===== config.mk =====
export PLATFORM = sky130hd
export DESIGN_NAME = pp_gen_pipe
export DESIGN_NICKNAME = d
export VERILOG_FILES = /design/src/rtl/pp_gen_pipe_pkg.sv /design/src/rtl/pp_array_comb.sv /design/src/rtl/pp_gen_pipe.sv
export SDC_FILE = /design/constraint.sdc
export NUM_CORES = 1
export LEC_CHECK = 0
export ABC_AREA = 0
export ABC_CLOCK_PERIOD_IN_PS = 9790
export CAP_MARGIN = 10
export CORE_MARGIN = 2
export CORE_UTILIZATION = 33
export CTS_BUF_LIST = sky130_fd_sc_hd__clkbuf_16
export DETAILED_ROUTE_END_ITERATION = 10
export GPL_TIMING_DRIVEN = 0
export PLACE_DENSITY = 0.68
export SLEW_MARGIN = 20
export SYNTH_ARGS = -nofsm -noshare
export SYNTH_HDL_FRONTEND = slang
export SYNTH_SLANG_ARGS = --single-unit

===== constraint.sdc =====
create_clock -name clk -period 9.79 [get_ports clk]
set_clock_uncertainty 0.15 [all_clocks]
set_input_delay 0.979 -clock clk [delete_from_list [all_inputs] [get_ports clk]]
set_output_delay 0.979 -clock clk [all_outputs]
set_load 0.01 [all_outputs]

===== src/rtl/pp_gen_pipe_pkg.sv =====
// pp_gen_pipe_pkg: shared multiplier constants and partial-product helpers
package pp_gen_pipe_pkg;

    localparam int PP_WIDTH = 16;
    localparam int PP_MAX_W = 32;

    // Constant the downstream adder adds to a signed array: 2^w + 2^(2w-1)
    function automatic logic [63:0] bw_corr(input int w);
        return (64'd1 << w) + (64'd1 << (2 * w - 1));
    endfunction

    // Single term; in signed mode the last row and column flip, except their corner
    function automatic logic pp_term(input logic ai, input logic bj, input logic sgn,
                                     input int i, input int j, input int w);
        return (ai & bj) ^ (sgn & ((i == w - 1) != (j == w - 1)));
    endfunction

    // Whole array for a width up to PP_MAX_W, term [i][j] at bit i*w+j
    function automatic logic [PP_MAX_W*PP_MAX_W-1:0] pp_array(input logic [31:0] a,
                                                              input logic [31:0] b,
                                                              input logic sgn,
                                                              input int w);
        logic [PP_MAX_W*PP_MAX_W-1:0] r;
        r = '0;
        for (int i = 0; i < PP_MAX_W; i++)
            for (int j = 0; j < PP_MAX_W; j++)
                if (i < w && j < w) r[i*w+j] = pp_term(a[i], b[j], sgn, i, j, w);
        return r;
    endfunction

endpackage


===== src/rtl/pp_array_comb.sv =====
// pp_array_comb: combinational WIDTH x WIDTH partial-product array
//   a_i, b_i  operands; signed_i selects Baugh-Wooley terms
//   pp_o      array indexed [i][j], i = a-bit, j = b-bit
module pp_array_comb
    import pp_gen_pipe_pkg::*;
#(
    parameter int WIDTH = PP_WIDTH
) (
    input  logic [WIDTH-1:0]            a_i,
    input  logic [WIDTH-1:0]            b_i,
    input  logic                        signed_i,
    output logic [WIDTH-1:0][WIDTH-1:0] pp_o
);

    for (genvar i = 0; i < WIDTH; i++) begin : g_row
        for (genvar j = 0; j < WIDTH; j++) begin : g_col
            assign pp_o[i][j] = pp_term(a_i[i], b_i[j], signed_i, i, j, WIDTH);
        end
    end

endmodule


===== src/rtl/pp_gen_pipe.sv =====
// pp_gen_pipe: two-stage valid/ready pipeline producing a partial-product array
//   in_*   operand pair, mode and tag with valid/ready handshake
//   out_*  registered array, mode and tag with valid/ready handshake
module pp_gen_pipe
    import pp_gen_pipe_pkg::*;
#(
    parameter int WIDTH = PP_WIDTH,
    parameter int TAG_W = 4
) (
    input  logic                        clk,
    input  logic                        rst,
    input  logic                        in_valid,
    output logic                        in_ready,
    input  logic [WIDTH-1:0]            in_a,
    input  logic [WIDTH-1:0]            in_b,
    input  logic                        in_signed,
    input  logic [TAG_W-1:0]            in_tag,
    output logic                        out_valid,
    input  logic                        out_ready,
    output logic [WIDTH-1:0][WIDTH-1:0] out_pp,
    output logic                        out_signed,
    output logic [TAG_W-1:0]            out_tag
);

    logic                        s1_v_q, s1_v_d, s2_v_q, s2_v_d;
    logic                        s1_ld, s2_ld;
    logic [WIDTH-1:0]            a_q, b_q;
    logic                        sg1_q, sg2_q;
    logic [TAG_W-1:0]            tag1_q, tag2_q;
    logic [WIDTH-1:0][WIDTH-1:0] pp_d, pp_q;

    // A stage may load when empty or when its contents leave this cycle
    always_comb begin
        s2_ld  = !s2_v_q || out_ready;
        s1_ld  = !s1_v_q || s2_ld;
        s1_v_d = s1_ld ? in_valid : s1_v_q;
        s2_v_d = s2_ld ? s1_v_q : s2_v_q;
    end

    always_ff @(posedge clk) begin
        if (rst) begin
            s1_v_q <= 1'b0;
            s2_v_q <= 1'b0;
        end else begin
            s1_v_q <= s1_v_d;
            s2_v_q <= s2_v_d;
        end
    end

    always_ff @(posedge clk) begin
        if (s1_ld && in_valid) begin
            a_q    <= in_a;
            b_q    <= in_b;
            sg1_q  <= in_signed;
            tag1_q <= in_tag;
        end
        if (s2_ld && s1_v_q) begin
            pp_q   <= pp_d;
            sg2_q  <= sg1_q;
            tag2_q <= tag1_q;
        end
    end

    pp_array_comb #(.WIDTH(WIDTH)) u_arr (
        .a_i      (a_q),
        .b_i      (b_q),
        .signed_i (sg1_q),
        .pp_o     (pp_d)
    );

    assign in_ready   = s1_ld;
    assign out_valid  = s2_v_q;
    assign out_pp     = pp_q;
    assign out_signed = sg2_q;
    assign out_tag    = tag2_q;

endmodule


# Yosys cells after proc, flatten, opt, wreduce, memory -nomap -nowiden

Cells that the tools add are included.

Word-level logic and storage cells: 316
Register bits after elaboration: 300
Input port bits: 41
Output and inout port bits: 263

Reductions and logical operators: 6
Bitwise operators: 286

Operator list:

| cell              | count |
|---|---|
| $and 1x1->1       | 256 |
| $xor 1x1->1       | 30 |
| $logic_and 1x1->1 | 2 |
| $logic_not 1->1   | 2 |
| $logic_or 1x1->1  | 2 |

# Logic depth before layout (Yosys ltp)

Depth after elaboration: 4
Mapped depth: 4

# Hierarchy

From an unflattened synthesis, not the netlist that was laid out.

Cell total of the unflattened synthesis: 632
Area total of the unflattened synthesis: 11114.4 um^2

By module, submodules not included:

| module        | times used | area an instance (um^2) | cells each | seq. area each (um^2) |
|---|---|---|---|---|
| pp_gen_pipe   | 1          | 9052.4                  | 308        | 8988.6 |
| pp_array_comb | 1          | 2062.0                  | 324        | 0.0 |

# Least setup slack after synthesis

OpenSTA, ideal clock, no wires.

Path kind: input to register
Start: input out_ready
End: register pp_q, in the netlist out_pp[0], enable pin
Arrival time: 6.990 ns
Stages on the path: 2
Slack: 1.996 ns
Path buffers: 0
Cells stage by stage: nand2b_1 > and2_1

Word-level cells in the longest chain between the ends: 2

Ends and longest elaborated chain:

| what                   | RTL line          | RTL |
|---|---|---|
| start: declaration     | pp_gen_pipe.sv:19 | `input logic out_ready,` |
| $logic_or 1x1->1       | pp_gen_pipe.sv:34 | `s2_ld = !s2_v_q \|\| out_ready;` |
| $logic_and 1x1->1      | pp_gen_pipe.sv:57 | `if (s2_ld && s1_v_q) begin` |
| end signal: assignment | pp_gen_pipe.sv:58 | `pp_q <= pp_d;` |
| end: declaration       | pp_gen_pipe.sv:30 | `logic [WIDTH-1:0][WIDTH-1:0] pp_d, pp_q;` |

Every way passes these cells.
A chain may end at the register's enable or synchronous reset.

# Worst setup path after layout

Start: input out_ready
End: output in_ready

Word-level cells in the longest chain between the ends: 2

Ends and longest elaborated chain:

| what             | RTL line          | RTL |
|---|---|---|
| $logic_or 1x1->1 | pp_gen_pipe.sv:34 |  |
| $logic_or 1x1->1 | pp_gen_pipe.sv:35 | `s1_ld = !s1_v_q \|\| s2_ld;` |
| end: declaration | pp_gen_pipe.sv:13 | `output logic in_ready,` |

Every way passes these cells.

==> run summary <==
Hold-fix buffers, CTS: 0
Via density: 4.31
DIE HEIGHT: 187 um
Clock Latency Late Sink: 0.55 ns
Total GRT Usage: 0.153
Period minus WS final: 3.24 ns
Rows: 67
Worst Setup End Kind: primary output
Final ANT Viol Nets: 0
I/O Pins: 304
Setup-failing EPs final: 0
Max FO, Critical Path: 3
final std cells w/o fill: 1442
Buf/Inv on CP: 2
DR vias: 6213
Top cell by count, worst path: clkdlybuf4s50_1
Initial Util: 0.333
Critical-path top delay cell: clkdlybuf4s50_1
layout cell share with drive strength beyond 1: 0.0905
Remaining DRCs: 0
clock slew at reported path FFs: 0.06 ns
post-route setup slack: 6.55 ns
routed len/inst: 19.2 um
worst-path cell chain: clkdlybuf4s50_1 -> nand3b_1 -> clkdlybuf4s50_1
first-pass GRT wire length: 40.4 mm
Yosys warnings: 0
GRT busiest layer: met2
PortBufs: 303
Final Instance Area: 15800 sq um
GR Util met3: 0.0477
CTS Buffer Depth: 3
Final GP Congestion: 0.719
Die X-Extent: 187 um
initial antenna violation count: 1
Worst Tran Pin Value: 0.356 ns
crit share post-route: 0.331
post-synthesis sequential area ratio: 0.810
Largest stage delay, worst path: 0.55 ns
DP Wirelength: 19.3 mm
CP top delay family: buffers and inverters
commonest cells after routing, fill and taps aside: clkdlybuf4s50_1, edfxtp_1, and2_1, clkbuf_16, xnor2_1
max cap viols: 0
Max Freq: 308 MHz
GRT overflow: 0
hold violation count in the final report: 0
Post-Syn Instances: 632
leading cell type in the layout, fill and taps excluded: clkdlybuf4s50_1
die area: 35100 sq um
cell leakage power: 5.52 nW
CTS tree: done
dpl ws: 6.54 ns
Post-CTS Resized: 0
met1 usage: 0.187
Post-Route WL: 27.6 mm
Distinct cells, synth: 17
flops & latches, synth: 300
placed inst area: 14800 sq um
number of diodes: 0
largest net degree at the start of global routing: 58
Power Density: 184 nW/um^2
Filler cells: 2880
Setup Fix Bufs, Post-CTS: 0
Setup CP Type: in2out
WHS: 0.272 ns
nets: 1014
Startpoint Class: input port
vias in the first global route: 6440
CTS root buffer: clkbuf_16
CTS Buf Count: 30
TritonCTS Sinks: 300
htree depth: 1
worst vdd ir: 0.160 mV
core area: 33300 sq um
met2 Track Usage GR: 0.260
Post-Syn Nets: 673
required time of the critical path: 8.66 ns
Worst slew margin: 0.763
cell area after synthesis: 11100 sq um
syn_area_per_cell: 17.6 sq um
Final Slew Violations: 0
outcome: finished, final reports clean
RSZ-0062 raised after global routing: no
critical path arrival: 2.11 ns
Placed Cells: 1389
worst min path class: reg2reg
drt pass-1 iters: 4
drt first-iter violations: 329
Area growth syn-to-layout: 42.1%
final core occ: 0.474
==> where the power goes <==
| part | total [W] | internal, W | switching, W |
|---|---|---|---|
| Clock | 0.00109 | 0.000619 | 0.000467 |
| Combinational | 0.000283 | 0.000149 | 0.000134 |
| Sequential | 0.00153 | 0.00150 | 0.0000315 |
| Total | 0.00290 | 0.00226 | 0.000632 |
==> metrics by stage <==
step / power (W) / TNS (ns)
after floorplan: 0.00168 / 0
after global placement: 0.00185 / -195.21
after detailed placement: 0.00184 / 0
after CTS: 0.00293 / 0
after global routing: 0.00299 / 0
final: 0.00290 / 0
==> worst reg2reg max path: cells and delay by family, from the launching register on <==
kind | cells | cell delay [ns]
buffers and inverters | 3 | 0.94
flip-flops | 1 | 0.32
AND/OR/NAND/NOR | 2 | 0.26
==> worst paths after layout <==
check,from,endpoint,slack (ns),depth (start not counted)
max,out_ready,in_ready,6.55,3
min,tag1_q[3]$_DFFE_PP_,out_tag[3]$_DFFE_PP_,0.27,0
max reg2reg,out_valid$_SDFFE_PP0P_,out_pp[179]$_DFFE_PP_,7.75,5
min reg2reg,tag1_q[3]$_DFFE_PP_,out_tag[3]$_DFFE_PP_,0.27,0
==> cell usage after synthesis <==
library cell	instances	area share
xnor2_1	30	0.024
and2_1	227	0.13
inv_1	2	0.00068
clkbuf_8	1	0.0012
nand2_1	25	0.0085
nand3b_1	1	0.00068
buf_12	1	0.0018
nand2b_1	1	0.00056
buf_6	4	0.0041
a21oi_1	2	0.00090
dfxtp_1	2	0.0036
buf_2	10	0.0045
and2_2	1	0.00068
clkbuf_2	20	0.0090
nand2_2	5	0.0028
buf_8	2	0.0027
edfxtp_1	298	0.81
==> final cells by class <==
type | count | area, sq um | area share
Timing Repair Buffer | 309 | 3180 | 0.202
Clock inverter | 22 | 150 | 0.00952
Clock buffer | 31 | 776 | 0.0492
Multi-Input combinational cell | 292 | 1840 | 0.117
Inverter | 2 | 7.51 | 0.000476
Tap cell | 448 | 561 | 0.0355
Sequential cell | 300 | 8990 | 0.570
Buffer | 38 | 259 | 0.0164
==> layer usage <==
| layer | vias up | part of all wire |
|---|---|---|
| met1 | 3048 | 0.41 |
| met4 | 0 | 0.032 |
| li1 | 2879 | - |
| met3 | 50 | 0.078 |
| met2 | 236 | 0.48 |
| met5 | - | 0 |
==> flip-flops by register name (all words and copies together) (netlist names) <==
signal      flops
tag1_q          4
out_pp        256
sg1_q           1
s1_v_q          1
out_valid       1
out_tag         4
out_signed      1
a_q            16
b_q            16
==> cells by family after synthesis <==
family / after synthesis / share of synthesized area
flops: 300 / 0.810
simple gates: 260 / 0.141
buf+inv: 40 / 0.0240
xor+xnor: 30 / 0.0237
compound gates: 2 / 0.000902
Note: power is estimated with default switching activity, not from simulation.
